==> config.mk <==
export PLATFORM = sky130hd
export DESIGN_NAME = gameover_banner_ctrl
export DESIGN_NICKNAME = d
export VERILOG_FILES = /design/src/rtl/gameover_banner_ctrl.sv
export SDC_FILE = /design/constraint.sdc
export NUM_CORES = 1
export LEC_CHECK = 0
export ABC_AREA = 1
export BUFFER_PORTS_ARGS = -buffer_cell sky130_fd_sc_hd__buf_2
export CAP_MARGIN = 20
export CORE_UTILIZATION = 60
export CTS_CLUSTER_SIZE = 24
export DETAILED_ROUTE_END_ITERATION = 8
export GPL_ROUTABILITY_DRIVEN = 0
export PLACE_DENSITY = 0.83
export SLEW_MARGIN = 0
export SYNTH_ARGS = -nofsm -noshare
export SYNTH_HDL_FRONTEND = slang
export SYNTH_SLANG_ARGS = --single-unit
==> constraint.sdc <==
create_clock -name clk -period 4.55 [get_ports clk]
set_clock_uncertainty 0.05 [all_clocks]
set_input_delay 0.455 -clock clk [delete_from_list [all_inputs] [get_ports clk]]
set_output_delay 0.455 -clock clk [all_outputs]
set_load 0.1 [all_outputs]
==> src/rtl/gameover_banner_ctrl.sv <==
// gameover_banner_ctrl
// Sequencer for the game-over banner bitmap. A gameOver pulse makes the
// banner slide down from START_Y to TARGET_Y, blink BLINK_TOGGLES times, and
// then hold until the player presses restart. Every cycle it turns the VGA
// pixel coordinate into the banner bitmap's rectangle-hit and offset inputs.
//
// Ports:
//   clk, reset        pixel clock, synchronous active-high reset
//   startOfFrame      one-cycle pulse at the start of each frame
//   gameOver          one-cycle pulse from the game-state logic (IDLE only)
//   keyRestart        debounced restart key level
//   pixelX, pixelY    current VGA pixel coordinate (11 bits)
//   InsideRectangle   registered: pixel is inside the visible banner
//   offsetX, offsetY  registered: pixel offset into the banner, 0 when outside
//   restartReq        one-cycle restart request to the game-state logic
//   bannerActive      high in every state except IDLE
module gameover_banner_ctrl #(
    parameter int BANNER_X      = 250,
    parameter int START_Y       = 0,
    parameter int TARGET_Y      = 228,
    parameter int SLIDE_STEP    = 4,
    parameter int BANNER_W      = 140,
    parameter int BANNER_H      = 24,
    parameter int BLINK_FRAMES  = 15,
    parameter int BLINK_TOGGLES = 6
) (
    input  logic        clk,
    input  logic        reset,
    input  logic        startOfFrame,
    input  logic        gameOver,
    input  logic        keyRestart,
    input  logic [10:0] pixelX,
    input  logic [10:0] pixelY,
    output logic        InsideRectangle,
    output logic [10:0] offsetX,
    output logic [10:0] offsetY,
    output logic        restartReq,
    output logic        bannerActive
);

    typedef enum logic [2:0] {
        IDLE,
        SLIDE,
        BLINK,
        HOLD,
        RESTART
    } state_t;

    // Bounds are 12 bits wide so that pixel + size never wraps.
    localparam logic [10:0] X_LO        = 11'(BANNER_X);
    localparam logic [11:0] X_HI        = 12'(BANNER_X + BANNER_W);
    localparam logic [10:0] Y_START     = 11'(START_Y);
    localparam logic [11:0] Y_TARGET    = 12'(TARGET_Y);
    localparam logic [11:0] STEP        = 12'(SLIDE_STEP);
    localparam logic [11:0] HEIGHT      = 12'(BANNER_H);
    localparam logic [7:0]  FRAME_LAST  = 8'(BLINK_FRAMES - 1);
    localparam logic [3:0]  TOGGLE_LAST = 4'(BLINK_TOGGLES - 1);

    state_t      state;
    logic [10:0] banner_y;
    logic [7:0]  frame_cnt;
    logic [3:0]  toggle_cnt;
    logic        visible;
    logic        armed;
    logic        key_d;

    logic [11:0] slide_sum;
    logic [11:0] y_hi;
    logic        key_rise;
    logic        hit;

    always_comb begin
        slide_sum = {1'b0, banner_y} + STEP;
        y_hi      = {1'b0, banner_y} + HEIGHT;
        key_rise  = keyRestart & ~key_d;
        hit       = visible && (state != IDLE) &&
                    (pixelX >= X_LO) && ({1'b0, pixelX} < X_HI) &&
                    (pixelY >= banner_y) && ({1'b0, pixelY} < y_hi);
    end

    // Sequencer. bannerY only ever moves on a startOfFrame cycle so the
    // banner cannot tear in the middle of a frame.
    always_ff @(posedge clk) begin
        if (reset) begin
            state        <= IDLE;
            banner_y     <= Y_START;
            frame_cnt    <= 8'd0;
            toggle_cnt   <= 4'd0;
            visible      <= 1'b0;
            armed        <= 1'b0;
            key_d        <= 1'b0;
            restartReq   <= 1'b0;
            bannerActive <= 1'b0;
        end else begin
            key_d      <= keyRestart;
            restartReq <= 1'b0;
            case (state)
                IDLE: begin
                    // A startOfFrame coinciding with gameOver is not counted.
                    if (gameOver) begin
                        state        <= SLIDE;
                        banner_y     <= Y_START;
                        frame_cnt    <= 8'd0;
                        toggle_cnt   <= 4'd0;
                        visible      <= 1'b1;
                        armed        <= 1'b0;
                        bannerActive <= 1'b1;
                    end
                end
                SLIDE: begin
                    if (startOfFrame) begin
                        if (slide_sum >= Y_TARGET) begin
                            // Clamp: never overshoot the target row.
                            banner_y   <= Y_TARGET[10:0];
                            frame_cnt  <= 8'd0;
                            toggle_cnt <= 4'd0;
                            visible    <= 1'b1;
                            state      <= BLINK;
                        end else begin
                            banner_y <= slide_sum[10:0];
                        end
                    end
                end
                BLINK: begin
                    if (startOfFrame) begin
                        if (frame_cnt == FRAME_LAST) begin
                            frame_cnt  <= 8'd0;
                            toggle_cnt <= toggle_cnt + 4'd1;
                            if (toggle_cnt == TOGGLE_LAST) begin
                                // Last toggle: always finish visible.
                                visible <= 1'b1;
                                armed   <= 1'b0;
                                state   <= HOLD;
                            end else begin
                                visible <= ~visible;
                            end
                        end else begin
                            frame_cnt <= frame_cnt + 8'd1;
                        end
                    end
                end
                HOLD: begin
                    // A key held since the animation must be released
                    // (seen low) before a press counts.
                    if (!keyRestart) armed <= 1'b1;
                    if (armed && key_rise) begin
                        state      <= RESTART;
                        restartReq <= 1'b1;
                    end
                end
                RESTART: begin
                    state        <= IDLE;
                    visible      <= 1'b0;
                    armed        <= 1'b0;
                    bannerActive <= 1'b0;
                end
                default: state <= IDLE;
            endcase
        end
    end

    // Registered rectangle mapping; offsets are zeroed outside the banner so
    // the bitmap never indexes out of range.
    always_ff @(posedge clk) begin
        if (reset) begin
            InsideRectangle <= 1'b0;
            offsetX         <= 11'd0;
            offsetY         <= 11'd0;
        end else begin
            InsideRectangle <= hit;
            offsetX         <= hit ? (pixelX - X_LO)     : 11'd0;
            offsetY         <= hit ? (pixelY - banner_y) : 11'd0;
        end
    end

endmodule

==> flow_metrics.tcl <==
set metrics [dict create \
    status "complete, no violations" \
    avgSynthCellArea_um2 7.258 \
    p_leak_nw 1.909 \
    drive_above_1_share_pct 21.72 \
    syn_nets 539 \
    die_y_um 78.36 \
    powerDensity_nw_per_um2 358.4 \
    syn_inst 482 \
    rows 27 \
    port_buffers 51 \
    postLayoutCoreUtil_pct 69.63 \
    synth_ff_type "dfxtp_1" \
    synthXorXnorAreaFrac_pct 7.260 \
    max_cap_violations 0 \
    floorplan.die.width_um 78.36 \
    grt_overflow 0 \
    whs_path_depth 3 \
    cts_max_level 2 \
    cts_tree "built" \
    drt_pass1_iterations 4 \
    post_cts_buffers 0 \
    fin_crit_sh_pct 61.44 \
    cts.sinks 52 \
    ys_types 36 \
    cp-start-kind "register" \
    async_flop_share_pct 0 \
    cts-buffers-inserted 5 \
    wire_per_inst_um 11.82 \
    cts-root-buf "clkbuf_8" \
    vias_per_cell 5.221 \
    synth-adder-area-share_pct 10.73 \
    grt_use_total_pct 25.42 \
    routed_wl_mm 7.164 \
    crit_top_cell "nor2_1" \
    fin_setup_tns_ns 0 \
    synth_edf_count 0 \
    final_area_um2 3881 \
    grt_first_pass_wirelength_mm 12.47 \
    ios 52 \
    relSlewSlack_pct 57.31 \
    via_count 3164 \
    hold_buffers 0 \
    worst_setup_path_end_kind "register" \
    num_antenna_cells 0 \
    min_to "offsetY[0]" \
    place_area_um2 3794 \
    clk_latency_ns 0.31 \
    fin_crit_ns 2.795 \
    layout.area.seq_um2 1041 \
    start_util_pct 62.76 \
    antenna_found_initial 0 \
    drt_first_iter_violations 139 \
    rsz0062_at_grt "false" \
    rr_worst_depth 14 \
    synth_warnings 0 \
    synthToLayoutAreaGrowth_pct 10.94 \
    dp.final_hpwl_mm 5.701 \
    clkTransAtPathRegs_ns 0.09 \
    cp_cell_sequence "inv_1 -> ha_1 -> inv_1 -> nand2_1 -> nor2_1 -> xor2_1 -> ha_1 -> a21oi_1 -> o21ai_0 -> nand4_1 -> nand3_1 -> nor2_1 -> nand2_2 -> nor2_1" \
    dieArea_um2 6140 \
    grt_pass1_vias 2980 \
    critPathKind "register to register" \
    cpMaxStageDelayCell "dfxtp_1" \
    hold_path.startpoint "pixelY[0]" \
    synthMuxAreaShare_pct 0 \
    core_area_um2 5574 \
    multi_input_area_um2 2141 \
    r2r_setup_slack_ns 1.75 \
    fmax_mhz 357.7 \
    finalNetCount 590 \
    synth-seq-cells 52 \
    r2r_start "banner_y[3]" \
    antenna_left 0 \
    grt_max_degree 24 \
    hold_viol_final 0 \
    cp.arrival_ns 2.98 \
    slew_violations 0 \
    setup_viol 0 \
    crit_path_max_incr_delay_ns 0.41 \
    ys_seq_area_share_pct 29.76 \
    syn_area_um2 3498 \
    cts_buffer_depth 2 \
    hold_path.class "primary input to register" \
    synth-compound-area-share_pct 7.833 \
    fill_cells 475 \
    crit_required_ns 4.73 \
    synth_top_family_by_area "simple AND/OR/NAND/NOR gates" \
    cts-resized-gates 0 \
    whs_ns 0.3086 \
    worstMarginPinSlew_ns 0.6380 \
    r2r_end "offsetX[5]" \
    drc_errors 0 \
    synthSimpleGateAreaFrac_pct 35.16 \
    cp_max_fo 23 \
    max-vdd-ir-drop_v 0.0002569 \
]
## where the power goes
group          leakage (nW)  switching (mW)  internal, mW
Clock                0.0479           0.158         0.108
Sequential            0.421          0.0435         0.498
Combinational          1.44           0.392         0.191
## critical path, delay by kind of cell (launching register included)
kind            cells  cell delay [ns]
compound gates      2             0.23
xor+xnor            1             0.17
fa+ha+maj           2             0.51
buf+inv             2             0.18
flops               1             0.41
simple gates        7             1.17
## sequential cells by signal, indices dropped and copies added (netlist names)
signal           cells
offsetX             11
offsetY             11
banner_y             9
frame_cnt            8
toggle_cnt           4
state                3
InsideRectangle      1
armed                1
bannerActive         1
key_d                1
restartReq           1
visible              1
## synth_stat cells, types with 5 or more instances
library cell | number | share of area (%)
nand2_1 | 90 | 9.7
inv_1 | 65 | 7.0
dfxtp_1 | 52 | 30
nor2_1 | 41 | 4.4
ha_1 | 30 | 11
a21oi_1 | 28 | 4.0
nand3_1 | 26 | 3.7
nor2_2 | 25 | 4.5
xor2_1 | 23 | 5.8
nor3_1 | 16 | 2.3
nand4_1 | 15 | 2.7
o21ai_0 | 12 | 1.7
nand2_2 | 8 | 1.4
xnor2_1 | 6 | 1.5
inv_2 | 5 | 0.54
nand3_2 | 5 | 1.4
## stage by stage
stage	instances	setup slack, ns	power [mW]
after floorplan	482	2.345	1.006
after global placement	598	1.970	1.108
after detailed placement	598	1.772	1.130
after CTS	606	1.729	1.397
after global routing	606	1.473	1.508
final	606	1.755	1.391
## cell usage in the layout, fill, tap and decap left out, types with 2 or more instances in the layout
cell | Yosys | final
nand4_1 | 15 | 15
ha_1 | 30 | 30
nor3_4 | 3 | 3
dfxtp_1 | 52 | 52
o21ai_0 | 12 | 12
clkinv_2 | 0 | 2
nor2_4 | 3 | 3
nand2_2 | 8 | 8
o21bai_1 | 2 | 2
nand3_4 | 2 | 2
a31oi_1 | 2 | 2
clkbuf_8 | 0 | 5
nor3_1 | 16 | 16
conb_1 | 2 | 2
nor2_2 | 25 | 25
o21ai_1 | 3 | 3
nor2_1 | 41 | 41
a21oi_1 | 28 | 28
nand3_1 | 26 | 26
buf_2 | 1 | 51
or2_2 | 2 | 2
nand3_2 | 5 | 5
xnor2_1 | 6 | 6
inv_2 | 5 | 5
xor2_1 | 23 | 23
inv_1 | 65 | 65
nand2_1 | 90 | 90
## logic make-up (layout without fill, tap and decap cells)
group | after synthesis | count (layout)
compound gates | 50 | 50
xor+xnor | 29 | 29
fa+ha+maj | 30 | 30
buf+inv | 78 | 130
flops | 52 | 52
other cells | 2 | 2
simple gates | 241 | 241
## area by class of cell
type                    count  area share [%]
clock buffers               5           1.773
clock inverters             3          0.4836
inverters                  71           6.867
multi-input cells         352           55.16
flip-flops and latches     52           26.82
well taps                  72           2.321
repair buffers             51           6.576
## metal layers
metal	share of wire, %	track usage (%)	wire length (µm)	vias up
met5	0	0	0	-
met4	2.3	10.56	167	0
met2	48	45.26	3455	84
met1	45	29.88	3225	1422
li1	-	-	-	1643
met3	4.4	4.535	315	15
## worst max-delay path by stage
| stage | start | endpoint | slack [ns] | cells after the start |
|---|---|---|---|---|
| finish | banner_y[3] | offsetX[5] | 1.75 | 14 |
| detailed placement | banner_y[3] | offsetX[5] | 1.77 | 14 |
| CTS | banner_y[3] | offsetX[5] | 1.73 | 14 |
| global route | banner_y[3] | offsetX[5] | 1.47 | 14 |
| floorplan | banner_y[3] | offsetY[5] | 2.34 | 15 |
| global placement | banner_y[3] | offsetX[6] | 1.97 | 14 |
Power figures use the tool's default switching activity.
